File: src/rtl/boot_pkg.sv
// ============================================================================
// boot_pkg -- shared types and constants for the UART instruction-memory loader
// Rev 1.0
// ============================================================================
`default_nettype none

package boot_pkg;

   localparam int         ADDR_W        = 31;
   localparam logic [7:0] SYNC_BYTE_DEF = 8'hA5;

   typedef enum logic [2:0] {
      WAIT_SYNC = 3'd0,
      LEN_HI    = 3'd1,
      LEN_LO    = 3'd2,
      DATA      = 3'd3,
      CSUM      = 3'd4,
      DONE      = 3'd5,
      ERROR     = 3'd6
   } state_e;

   function automatic logic [ADDR_W-1:0] word_addr(input logic [15:0] idx);
      return {{(ADDR_W-18){1'b0}}, idx, 2'b00};
   endfunction

endpackage

`default_nettype wire

File: src/rtl/imem_loader_if.sv
// ============================================================================
// imem_loader_if -- byte stream in, instruction-memory write port and status out
// Rev 1.0
// ============================================================================
`default_nettype none

interface imem_loader_if;
   import boot_pkg::*;

   logic              rx_valid;
   logic [7:0]        rx_data;
   logic              boot_skip;
   logic              mem_we;
   logic [ADDR_W-1:0] mem_addr;
   logic [31:0]       mem_wdata;
   logic              cpu_hold;
   logic              load_done;
   logic              load_err;

   modport master (
      output rx_valid, rx_data, boot_skip,
      input  mem_we, mem_addr, mem_wdata, cpu_hold, load_done, load_err
   );

   modport slave (
      input  rx_valid, rx_data, boot_skip,
      output mem_we, mem_addr, mem_wdata, cpu_hold, load_done, load_err
   );

endinterface

`default_nettype wire

File: src/rtl/idle_timer.sv
// ============================================================================
// idle_timer -- counts consecutive enabled cycles, flags the last allowed one
// Rev 1.0
// ============================================================================
`default_nettype none

module idle_timer #(
   parameter int TIMEOUT_CYC = 100000
) (
   input  logic clk,
   input  logic reset,
   input  logic clear,
   input  logic enable,
   output logic expired
);

   localparam int CNT_W = $clog2(TIMEOUT_CYC + 1);

   logic [CNT_W-1:0] cnt_q;

   // expired is high during the TIMEOUT_CYC-th idle cycle so the caller leaves on that edge
   assign expired = enable && (cnt_q == CNT_W'(TIMEOUT_CYC - 1));

   always_ff @(posedge clk or negedge reset) begin
      if (!reset) begin
         cnt_q <= '0;
      end else if (clear) begin
         cnt_q <= '0;
      end else if (enable && !expired) begin
         cnt_q <= cnt_q + CNT_W'(1);
      end
   end

endmodule

`default_nettype wire

File: src/rtl/imem_loader.sv
// ============================================================================
// imem_loader -- receives a framed image over a byte stream and writes it to
// instruction memory, holding the CPU in reset until a valid frame lands.
// Rev 1.0
// ============================================================================
`default_nettype none

module imem_loader
   import boot_pkg::*;
#(
   parameter int         MEM_WORDS   = 150,
   parameter int         TIMEOUT_CYC = 100000,
   parameter logic [7:0] SYNC_BYTE   = SYNC_BYTE_DEF
) (
   input  logic         clk,
   input  logic         reset,
   imem_loader_if.slave bus
);

   state_e            state_q, state_d;
   logic [15:0]       len_q, len_d;
   logic [15:0]       idx_q, idx_d;
   logic [1:0]        bcnt_q, bcnt_d;
   logic [23:0]       word_q, word_d;
   logic [7:0]        sum_q, sum_d;
   logic              we_q, we_d;
   logic [ADDR_W-1:0] addr_q, addr_d;
   logic [31:0]       wdata_q, wdata_d;
   logic              hold_q, done_q, err_q;

   logic              frame_active;
   logic              tmr_expired;
   logic [15:0]       len_rx;

   assign frame_active = (state_q == LEN_HI) || (state_q == LEN_LO) ||
                         (state_q == DATA)   || (state_q == CSUM);
   assign len_rx       = {len_q[15:8], bus.rx_data};

   idle_timer #(
      .TIMEOUT_CYC (TIMEOUT_CYC)
   ) u_idle_timer (
      .clk     (clk),
      .reset   (reset),
      .clear   (bus.rx_valid || !frame_active),
      .enable  (frame_active && !bus.rx_valid),
      .expired (tmr_expired)
   );

   always_comb begin
      state_d = state_q;
      len_d   = len_q;
      idx_d   = idx_q;
      bcnt_d  = bcnt_q;
      word_d  = word_q;
      sum_d   = sum_q;
      we_d    = 1'b0;
      addr_d  = addr_q;
      wdata_d = wdata_q;

      unique case (state_q)
         WAIT_SYNC: begin
            // a sync byte beats a simultaneous boot_skip
            if (bus.rx_valid && bus.rx_data == SYNC_BYTE) begin
               state_d = LEN_HI;
            end else if (bus.boot_skip && !bus.rx_valid) begin
               state_d = DONE;
            end
         end
         LEN_HI: begin
            if (bus.rx_valid) begin
               len_d   = {bus.rx_data, 8'h00};
               state_d = LEN_LO;
            end
         end
         LEN_LO: begin
            if (bus.rx_valid) begin
               len_d = len_rx;
               if (len_rx == 16'd0 || len_rx > 16'(MEM_WORDS)) begin
                  state_d = ERROR;
               end else begin
                  state_d = DATA;
                  idx_d   = '0;
                  bcnt_d  = '0;
                  sum_d   = '0;
               end
            end
         end
         DATA: begin
            if (bus.rx_valid) begin
               sum_d  = sum_q + bus.rx_data;
               bcnt_d = bcnt_q + 2'd1;
               word_d = {word_q[15:0], bus.rx_data};
               if (bcnt_q == 2'd3) begin
                  we_d    = 1'b1;
                  addr_d  = word_addr(idx_q);
                  wdata_d = {word_q, bus.rx_data};
                  idx_d   = idx_q + 16'd1;
                  if (idx_q == len_q - 16'd1) begin
                     state_d = CSUM;
                  end
               end
            end
         end
         CSUM: begin
            if (bus.rx_valid) begin
               state_d = (8'(sum_q + bus.rx_data) == 8'd0) ? DONE : ERROR;
            end
         end
         DONE: begin
            state_d = DONE;
         end
         ERROR: begin
            if (bus.rx_valid && bus.rx_data == SYNC_BYTE) begin
               state_d = LEN_HI;
            end
         end
         default: begin
            state_d = WAIT_SYNC;
         end
      endcase

      if (tmr_expired) begin
         state_d = ERROR;
      end
   end

   always_ff @(posedge clk or negedge reset) begin
      if (!reset) begin
         state_q <= WAIT_SYNC;
         len_q   <= '0;
         idx_q   <= '0;
         bcnt_q  <= '0;
         word_q  <= '0;
         sum_q   <= '0;
         we_q    <= 1'b0;
         addr_q  <= '0;
         wdata_q <= '0;
         hold_q  <= 1'b1;
         done_q  <= 1'b0;
         err_q   <= 1'b0;
      end else begin
         state_q <= state_d;
         len_q   <= len_d;
         idx_q   <= idx_d;
         bcnt_q  <= bcnt_d;
         word_q  <= word_d;
         sum_q   <= sum_d;
         we_q    <= we_d;
         addr_q  <= addr_d;
         wdata_q <= wdata_d;
         // status flags track the state being entered so they line up with it
         hold_q  <= (state_d != DONE);
         done_q  <= (state_d == DONE);
         err_q   <= (state_d == ERROR);
      end
   end

   assign bus.mem_we    = we_q;
   assign bus.mem_addr  = addr_q;
   assign bus.mem_wdata = wdata_q;
   assign bus.cpu_hold  = hold_q;
   assign bus.load_done = done_q;
   assign bus.load_err  = err_q;

endmodule

`default_nettype wire

File: src/flat_wrapper.sv
// flat-port wrapper written by rule: the top's interface ports become plain ports
module imem_loader_flat import boot_pkg::*;
#(
   parameter int         MEM_WORDS   = 150,
   parameter int         TIMEOUT_CYC = 100000,
   parameter logic [7:0] SYNC_BYTE   = SYNC_BYTE_DEF
)
  (clk, reset, bus_rx_valid, bus_rx_data, bus_boot_skip, bus_mem_we, bus_mem_addr, bus_mem_wdata, bus_cpu_hold, bus_load_done, bus_load_err);
  imem_loader_if bus_i ();
  input  logic clk;
  input  logic reset;
  input wire logic [$bits(bus_i.rx_valid)-1:0] bus_rx_valid;
  input wire logic [$bits(bus_i.rx_data)-1:0] bus_rx_data;
  input wire logic [$bits(bus_i.boot_skip)-1:0] bus_boot_skip;
  output wire logic [$bits(bus_i.mem_we)-1:0] bus_mem_we;
  output wire logic [$bits(bus_i.mem_addr)-1:0] bus_mem_addr;
  output wire logic [$bits(bus_i.mem_wdata)-1:0] bus_mem_wdata;
  output wire logic [$bits(bus_i.cpu_hold)-1:0] bus_cpu_hold;
  output wire logic [$bits(bus_i.load_done)-1:0] bus_load_done;
  output wire logic [$bits(bus_i.load_err)-1:0] bus_load_err;
  assign bus_i.rx_valid = bus_rx_valid;
  assign bus_i.rx_data = bus_rx_data;
  assign bus_i.boot_skip = bus_boot_skip;
  assign bus_mem_we = bus_i.mem_we;
  assign bus_mem_addr = bus_i.mem_addr;
  assign bus_mem_wdata = bus_i.mem_wdata;
  assign bus_cpu_hold = bus_i.cpu_hold;
  assign bus_load_done = bus_i.load_done;
  assign bus_load_err = bus_i.load_err;
  imem_loader #(.MEM_WORDS(MEM_WORDS), .TIMEOUT_CYC(TIMEOUT_CYC), .SYNC_BYTE(SYNC_BYTE)) u_core (.clk(clk), .reset(reset), .bus(bus_i));
endmodule
File: config.mk
export PLATFORM = sky130hd
export DESIGN_NAME = imem_loader_flat
export DESIGN_NICKNAME = d
export VERILOG_FILES = /design/src/rtl/boot_pkg.sv /design/src/rtl/imem_loader_if.sv /design/src/rtl/idle_timer.sv /design/src/rtl/imem_loader.sv /design/src/flat_wrapper.sv
export SDC_FILE = /design/constraint.sdc
export NUM_CORES = 1
export LEC_CHECK = 0
export ABC_AREA = 1
export CAP_MARGIN = 0
export CELL_PAD_IN_SITES_DETAIL_PLACEMENT = 0
export CELL_PAD_IN_SITES_GLOBAL_PLACEMENT = 2
export CORE_MARGIN = 1.5
export CORE_UTILIZATION = 37
export CTS_BUF_LIST = sky130_fd_sc_hd__clkbuf_4 sky130_fd_sc_hd__clkbuf_8
export CTS_CLUSTER_DIAMETER = 200
export DETAILED_ROUTE_END_ITERATION = 10
export GPL_ROUTABILITY_DRIVEN = 0
export GPL_TIMING_DRIVEN = 0
export PLACE_DENSITY_LB_ADDON = 0.1
export SLEW_MARGIN = 20
export SYNTH_ARGS = -nofsm -noshare
export SYNTH_HDL_FRONTEND = slang
export SYNTH_SLANG_ARGS = --single-unit
File: constraint.sdc
create_clock -name clk -period 3.4 [get_ports clk]
set_input_delay 0.68 -clock clk [delete_from_list [all_inputs] [get_ports clk]]
set_output_delay 0.68 -clock clk [all_outputs]
set_load 0.02 [all_outputs]
==> metrics.md, run 1 <==
| Metric | Value |
|---|---|
| Total global-route track usage | 20.1% |
| Worst-Margin Slew | 0.633 ns |
| DR vias/cell | 4.89 |
| I/O pins | 79 |
| Critical Path RT | 3.78 ns |
| Hold Path Class | in -> async |
| Crit. End Element | register |
| Crit-path slowest cell | clkdlybuf4s50_1 |
| Clock Sinks | 138 |
| Status | finished, final reports clean |
| Commonest non-fill, non-tap cell in the layout | nand2_1 |
| Maximum number of buffers from clock root to sink | 2 |
| Post-route cell area | 8440 um^2 |
| Worst-Skew Late Latency | 0.46 ns |
| Layout Cells excl Fill | 1212 |
| Layout cell share with drive strength beyond 1 | 9.61% |
| HPWL after detailed placement | 14500 um |
| Post-synth cell types | 42 |
| IO Port Bufs | 63 |
| Hold slack final | 0.128 ns |
| CP Max Fanout | 5 |
| Hold_buf cts | 0 |
| CTS resizes | 0 |
| CTS Root Cell | clkbuf_8 |
| Die X-Extent | 141 um |
| Post-synthesis sequential area ratio | 49.1% |
| Worst EP arrival | 3.24 ns |
| Vias | 5924 |
| Yosys top cell by area | dfrtp_1 |
| First-pass GRT wire length | 30900 um |
| Row count | 50 |
| Antenna viol nets, final | 0 |
| Flop2flop setup slack | 1.14 ns |
| Mapped Area | 7040 um^2 |
| Pin count of the biggest net entering global routing | 84 |
| Final Cycle Share | 83.8% |
| Total Wirelength | 18700 um |
| Die footprint | 19900 um^2 |
| Critical path type | in -> reg |
| Hold Vio Cnt, Final | 0 |
| Syn Area/Cell | 8.11 um^2 |
| RSZ-0062 raised after global routing | false |
| Placed cell area | 8050 um^2 |
| Number of global-route vias before repair | 5889 |
| Final Skew | 0.0150 ns |
| Placed Cells incl. Taps | 1180 |
| CP peak stage delay | 0.62 ns |
| Most Frequent Cell on Critical Path | nand3_1 |
| Cell area power density | 757 nW/um^2 |
| Static Leak | 4.05 nW |
| Most frequent cells in the layout | nand2_1, dfrtp_1, inv_1 |
| Yosys top cell area share | 48.7% |
| Top post-synthesis cells by area | dfrtp_1, nand2_1, o21ai_0 |
| Postcts setup bufs | 0 |
| Initial Utilization | 37.6% |
| CTS tree | done |
| P&R area growth vs syn | 19.9% |
| Core Region | 18700 um^2 |
| Headroom to the max-slew limit | 57.4% |
| Die height | 141 um |
| Tot Pwr | 6.39 mW |
| Remaining DRCs | 0 |
| Drt wl/cell | 15.4 um |
| Overflow left after global routing | 0 |
| Antenna diodes | 0 |
| H-tree levels | 4 |
| Worst path cell trace | clkdlybuf4s50_1 > inv_1 > fa_1 > nand3b_1 > nand2_1 > nand3_1 > nand3_1 > nand2_1 > nor2_1 > nand4_1 > nand3_1 > nand2_2 > nor2_1 > inv_2 |
| Number of antenna violations at the first check in global routing | 0 |
| Nets | 989 |
| CTS Buf Count | 17 |
| Max Clk Rate | 351 MHz |
| Synth warn | 0 |
| Type of origin of the critical path | primary input |
| #FFs+latches synth | 138 |
| First drt pass iteration count | 5 |
| Max-slew violations | 0 |
| Reg clk slew, reported paths | 0.09 ns |
| Synth Instances | 868 |
| Peak supply drop | 0.000257 V |
| Max Cap Violations | 0 |
| Initial drt markers | 290 |
| Final setup fails | 0 |
| Tmin final | 2.85 ns |
synthesized netlist by cell type, drive strengths merged:
master and n:
nand2 230, dfrtp 137, inv 107, o21ai 94, nor2 75, nand3 54
buf 23, a21oi 20, xor2 20, nor3 19, clkbuf 18, nand4 15
ha 11, nor4 9, o22ai 7, o31ai 7, xnor2 7, nand3b 6
o21bai 2, a221oi 1, a31oi 1, and3 1, conb 1, dfstp 1
fa 1, o21a 1
power breakdown:
| part | internal (mW) | switching (mW) | leakage [nW] |
|---|---|---|---|
| clock network | 0.619 | 0.728 | 0.199 |
| registers | 2.15 | 0.422 | 1.82 |
| logic | 0.954 | 1.52 | 2.03 |
flip-flops by register name, indices dropped and copies added, names as in the netlist, 3 cells and up:
name	flops
u_core.word_q	24
u_core.bus.mem_addr	16
u_core.u_idle_timer.cnt_q	17
u_core.sum_q	8
u_core.bus.mem_wdata	32
u_core.idx_q	16
u_core.state_q	3
u_core.len_q	16
critical path, delay by kind of cell:
family | cells | cell delay (ns)
buffers and inverters | 3 | 0.88
and+or+nand+nor | 10 | 1.20
adders and majority gates | 1 | 0.48
per-stage QoR:
step                utilization (%)  setup TNS [ns]  setup WS, ns
finish                         45.1               0         0.549
global route                   45.1               0         0.249
global placement               42.8         -540.44         -3.94
CTS                            45.1               0         0.518
floorplan                         -               0          1.10
detailed placement             43.0               0        0.0219
final timing paths:
path                                               from                 endpoint  cells after the start
worst max register to register          u_core.sum_q[0]      u_core.bus.cpu_hold                     14
min in group clk                u_core.bus.mem_addr[15]  u_core.bus.mem_addr[15]                      2
worst min-delay path                              reset  u_core.bus.mem_addr[16]                      1
worst min register to register  u_core.bus.mem_addr[15]  u_core.bus.mem_addr[15]                      2
max in group asynchronous                         reset      u_core.bus.cpu_hold                      2
worst max-delay path                     bus_rx_data[1]      u_core.bus.cpu_hold                     14
metal layers:
metal | global-route usage (%) | part of all wire, %
met1 | 26.6 | 48
met2 | 34.4 | 49
met3 | 3.57 | 2.9
met4 | 4.61 | 0.86
met5 | 0 | 0
kinds of logic after synthesis:
family,Yosys count,share of synthesized area [%]
buffers and inverters,148,9.00
flip-flops,138,49.1
XOR/XNOR,27,3.36
AND/OR/NAND/NOR,409,26.0
AO/OA/AOI/OAI,133,10.3
other,1,0.0533
adder cells (fa/ha/maj),12,2.24
layout make-up:
type / count / area, um^2
inverters: 107 / 404
flip-flops and latches: 138 / 3450
clock inverters: 14 / 150
fillers: 1920 / 10300
multi-input cells: 596 / 3000
repair buffers: 64 / 663
clock buffers: 18 / 241
well taps: 234 / 293
plain buffers: 41 / 229
No activity file was read; power rests on OpenSTA's default activity.
==> run 2, diff against run 1 <==
- CORE_UTILIZATION: 37 -> 31
- clock period: 3.4 -> 2.3 ns (I/O delays scaled with it)
==> run 2 against run 1 <==
Against the previous run: hold slack gained 0.32 ns; wire length grew 7.7%; setup slack lost 0.41 ns; highest routed layer unchanged; combinational power grew 55%; critical path depth shrank 1; utilization shrank 5.9 points; largest power group is now combinational logic; power grew 52%; global-route usage shrank 2.3 points; count of clock-buffer cells in the layout shrank 1; register-to-register slack lost 0.99 ns.
==> metrics.md, run 2 (synthesis gave the netlist of run 1 again) <==
| Metric | Value |
|---|---|
| Status | finished, final reports clean |
| Critical Path RT | 2.69 ns (-1.09 ns) |
| Critical path type | in -> reg |
| IO Port Bufs | 63 (unchanged) |
| Max reg flops | 32 (unchanged) |
| CTS Root Cell | clkbuf_8 |
| Final Cycle Share | 94.1% |
| Drt wl/cell | 16.0 um (+3.5%) |
| P&R area growth vs syn | 22.6% |
| Hold Vio Cnt, Final | 0 (unchanged) |
| DR WL met2 | 9920 um (+9.5%) |
| Hold path depth | 3 |
| Placed Cells incl. Taps | 1226 (+3.9%) |
| Initial Utilization | 32.0% (-5.7 points) |
| Max-slew violations | 0 (unchanged) |
| Layout cell share with drive strength beyond 1 | 11.6% (+2.0 points) |
| Clock Sinks | 138 (unchanged) |
| Metal-1 WL | 9610 um (+7.9%) |
| Static Leak | 4.11 nW (+1.4%) |
| Remaining DRCs | 0 (unchanged) |
| Antenna viol nets, final | 0 (unchanged) |
| RSZ-0062 raised after global routing | true |
| CTS tree | done |
| Initial drt markers | 230 (-21%) |
| Hold slack final | 0.448 ns (+0.320 ns) |
| Crit. End Element | register |
| HP Start | bus_rx_data[3] |
| CP peak stage delay | 0.57 ns (-0.05 ns) |
| Tmin final | 2.17 ns |
| DR vias/cell | 4.64 (-5.1%) |
| Row count | 54 (+8.0%) |
| Cell area power density | 1120 nW/um^2 (+48%) |
| Total global-route track usage | 17.9% (-2.3 points) |
| Die footprint | 23600 um^2 (+19%) |
| Worst-Margin Slew | 0.667 ns (+0.0341 ns) |
| Overflow left after global routing | 0 (unchanged) |
| Commonest non-fill, non-tap cell in the layout | nand2_1 |
| Antenna diodes | 0 (unchanged) |
| Maximum number of buffers from clock root to sink | 2 (unchanged) |
| Hold Path End | u_core.word_q[3] |
| Util after Layout | 39.2% (-5.9 points) |
| Worst-Skew Late Latency | 0.45 ns (about the same) |
| Hold Path Class | in -> reg |
| Most Frequent Cell on Critical Path | nand2_1 |
| Number of antenna violations at the first check in global routing | 0 (unchanged) |
| Worst r2r src | u_core.sum_q[0] |
| CTS Buf Count | 17 (unchanged) |
| Worst path cell trace | clkdlybuf4s50_1 > ha_1 > nand2_1 > inv_1 > nand2_1 > nand2_1 > xor2_1 > nor2_4 > nand4_1 > nand3_2 > nand2_4 > nand2_2 > nor2_2 |
| Top Metal Used | met4 |
| Core Region | 22000 um^2 (+18%) |
| Worst r2r path cells | 11 (-3) |
| Worst EP arrival | 2.55 ns (-0.69 ns) |
| Layout Cells excl Fill | 1261 (+4.0%) |
| Final setup fails | 0 (unchanged) |
| Vias | 5851 (-1.2%) |
| H-tree levels | 4 (unchanged) |
| Total Wirelength | 20100 um (+7.7%) |
| HPWL after detailed placement | 15200 um (+4.4%) |
| Max Clk Rate | 462 MHz |
| CP Max Fanout | 6 (+1) |
| I/O pins | 79 (unchanged) |
| Pin count of the biggest net entering global routing | 73 (-13%) |
| Max Cap Violations | 0 (unchanged) |
| Filler cell count | 2319 (+21%) |
| Type of origin of the critical path | primary input |
| Final Skew | 0.0164 ns (+0.00139 ns) |
| Die height | 154 um (+9.1%) |
| Die X-Extent | 154 um (+9.1%) |
| First-pass GRT wire length | 32800 um (+5.9%) |
| Peak supply drop | 0.000509 V (+98%) |
| Most frequent cells in the layout | nand2_1, dfrtp_1, inv_1 |
| Nets | 992 (+0.30%) |
| Flop2flop setup slack | 0.15 ns (-0.99 ns) |
| FF-to-FF End | u_core.bus.load_err |
| Crit-path slowest cell | clkdlybuf4s50_1 |
| Headroom to the max-slew limit | 55.1% (-2.3 points) |
| First drt pass iteration count | 4 (-1) |
| Reg clk slew, reported paths | 0.10 ns (about the same) |
| Met3 WL | 429 um (-21%) |
| Number of global-route vias before repair | 5963 (+1.3%) |
==> run 2: final cells by class <==
type	count	area [um^2]	area share (%)
clock buffer	17	234	2.71
timing repair buffer	67	692	8.02
buffer	41	230	2.67
inverter	107	404	4.68
sequential	138	3450	40.0
tap	280	350	4.06
multi-input combinational	596	3090	35.8
clock inverter	15	173	2.00
==> run 2: worst max path at each step <==
stage,from,endpoint,slack (ns),cells after the start
after floorplan,bus_rx_data[0],u_core.bus.cpu_hold,0.22,14
after global placement,reset,u_core.u_idle_timer.cnt_q[16],-5.20,1
after detailed placement,bus_rx_data[1],u_core.bus.cpu_hold,-0.88,14
after CTS,u_core.sum_q[0],u_core.bus.cpu_hold,0.01,14
after global routing,u_core.sum_q[0],u_core.bus.load_err,-0.02,14
final,bus_rx_data[4],u_core.bus.load_err,0.13,13
==> run 2: through the flow <==
stage | worst slack, ns | power, mW | cell area (um^2) | TNS [ns]
floorplan | 0.220 | 6.23 | 7090 | 0
global placement | -5.20 | 7.53 | 8070 | -743.37
detailed placement | -0.879 | 7.54 | 8100 | -28.52
CTS | 0.0106 | 9.67 | 8530 | 0
global route | -0.0227 | 10.5 | 8630 | -0.0227
finish | 0.135 | 9.68 | 8630 | 0
==> run 2: layer usage <==
layer  vias up  track usage, %
met4         0            4.72
met3        10            3.18
met2        65            29.9
li1       2980               -
met5         -               0
met1      2796            23.8
==> run 2: power breakdown <==
group | switching (mW) | internal (mW) | total, mW | leakage (nW)
clock network | 1.15 | 0.924 | 2.07 | 0.209
logic | 2.34 | 1.50 | 3.84 | 2.08
registers | 0.594 | 3.18 | 3.77 | 1.82
==> run 2: worst max-delay path: cells and delay by family <==
| kind | cells | cell delay [ns] |
|---|---|---|
| simple gates | 9 | 0.73 |
| buf+inv | 2 | 0.62 |
| fa+ha+maj | 1 | 0.45 |
| xor+xnor | 1 | 0.30 |
==> run 2: what timing repair did <==
item                                    4_1_cts  5_1_grt
endpoints found under the hold margin        66        0
pin swaps                                     0       10
gates resized for setup                       7       20
endpoints found under the setup margin        8        6
hold buffers                                  1        0
buffers inserted                              0        2
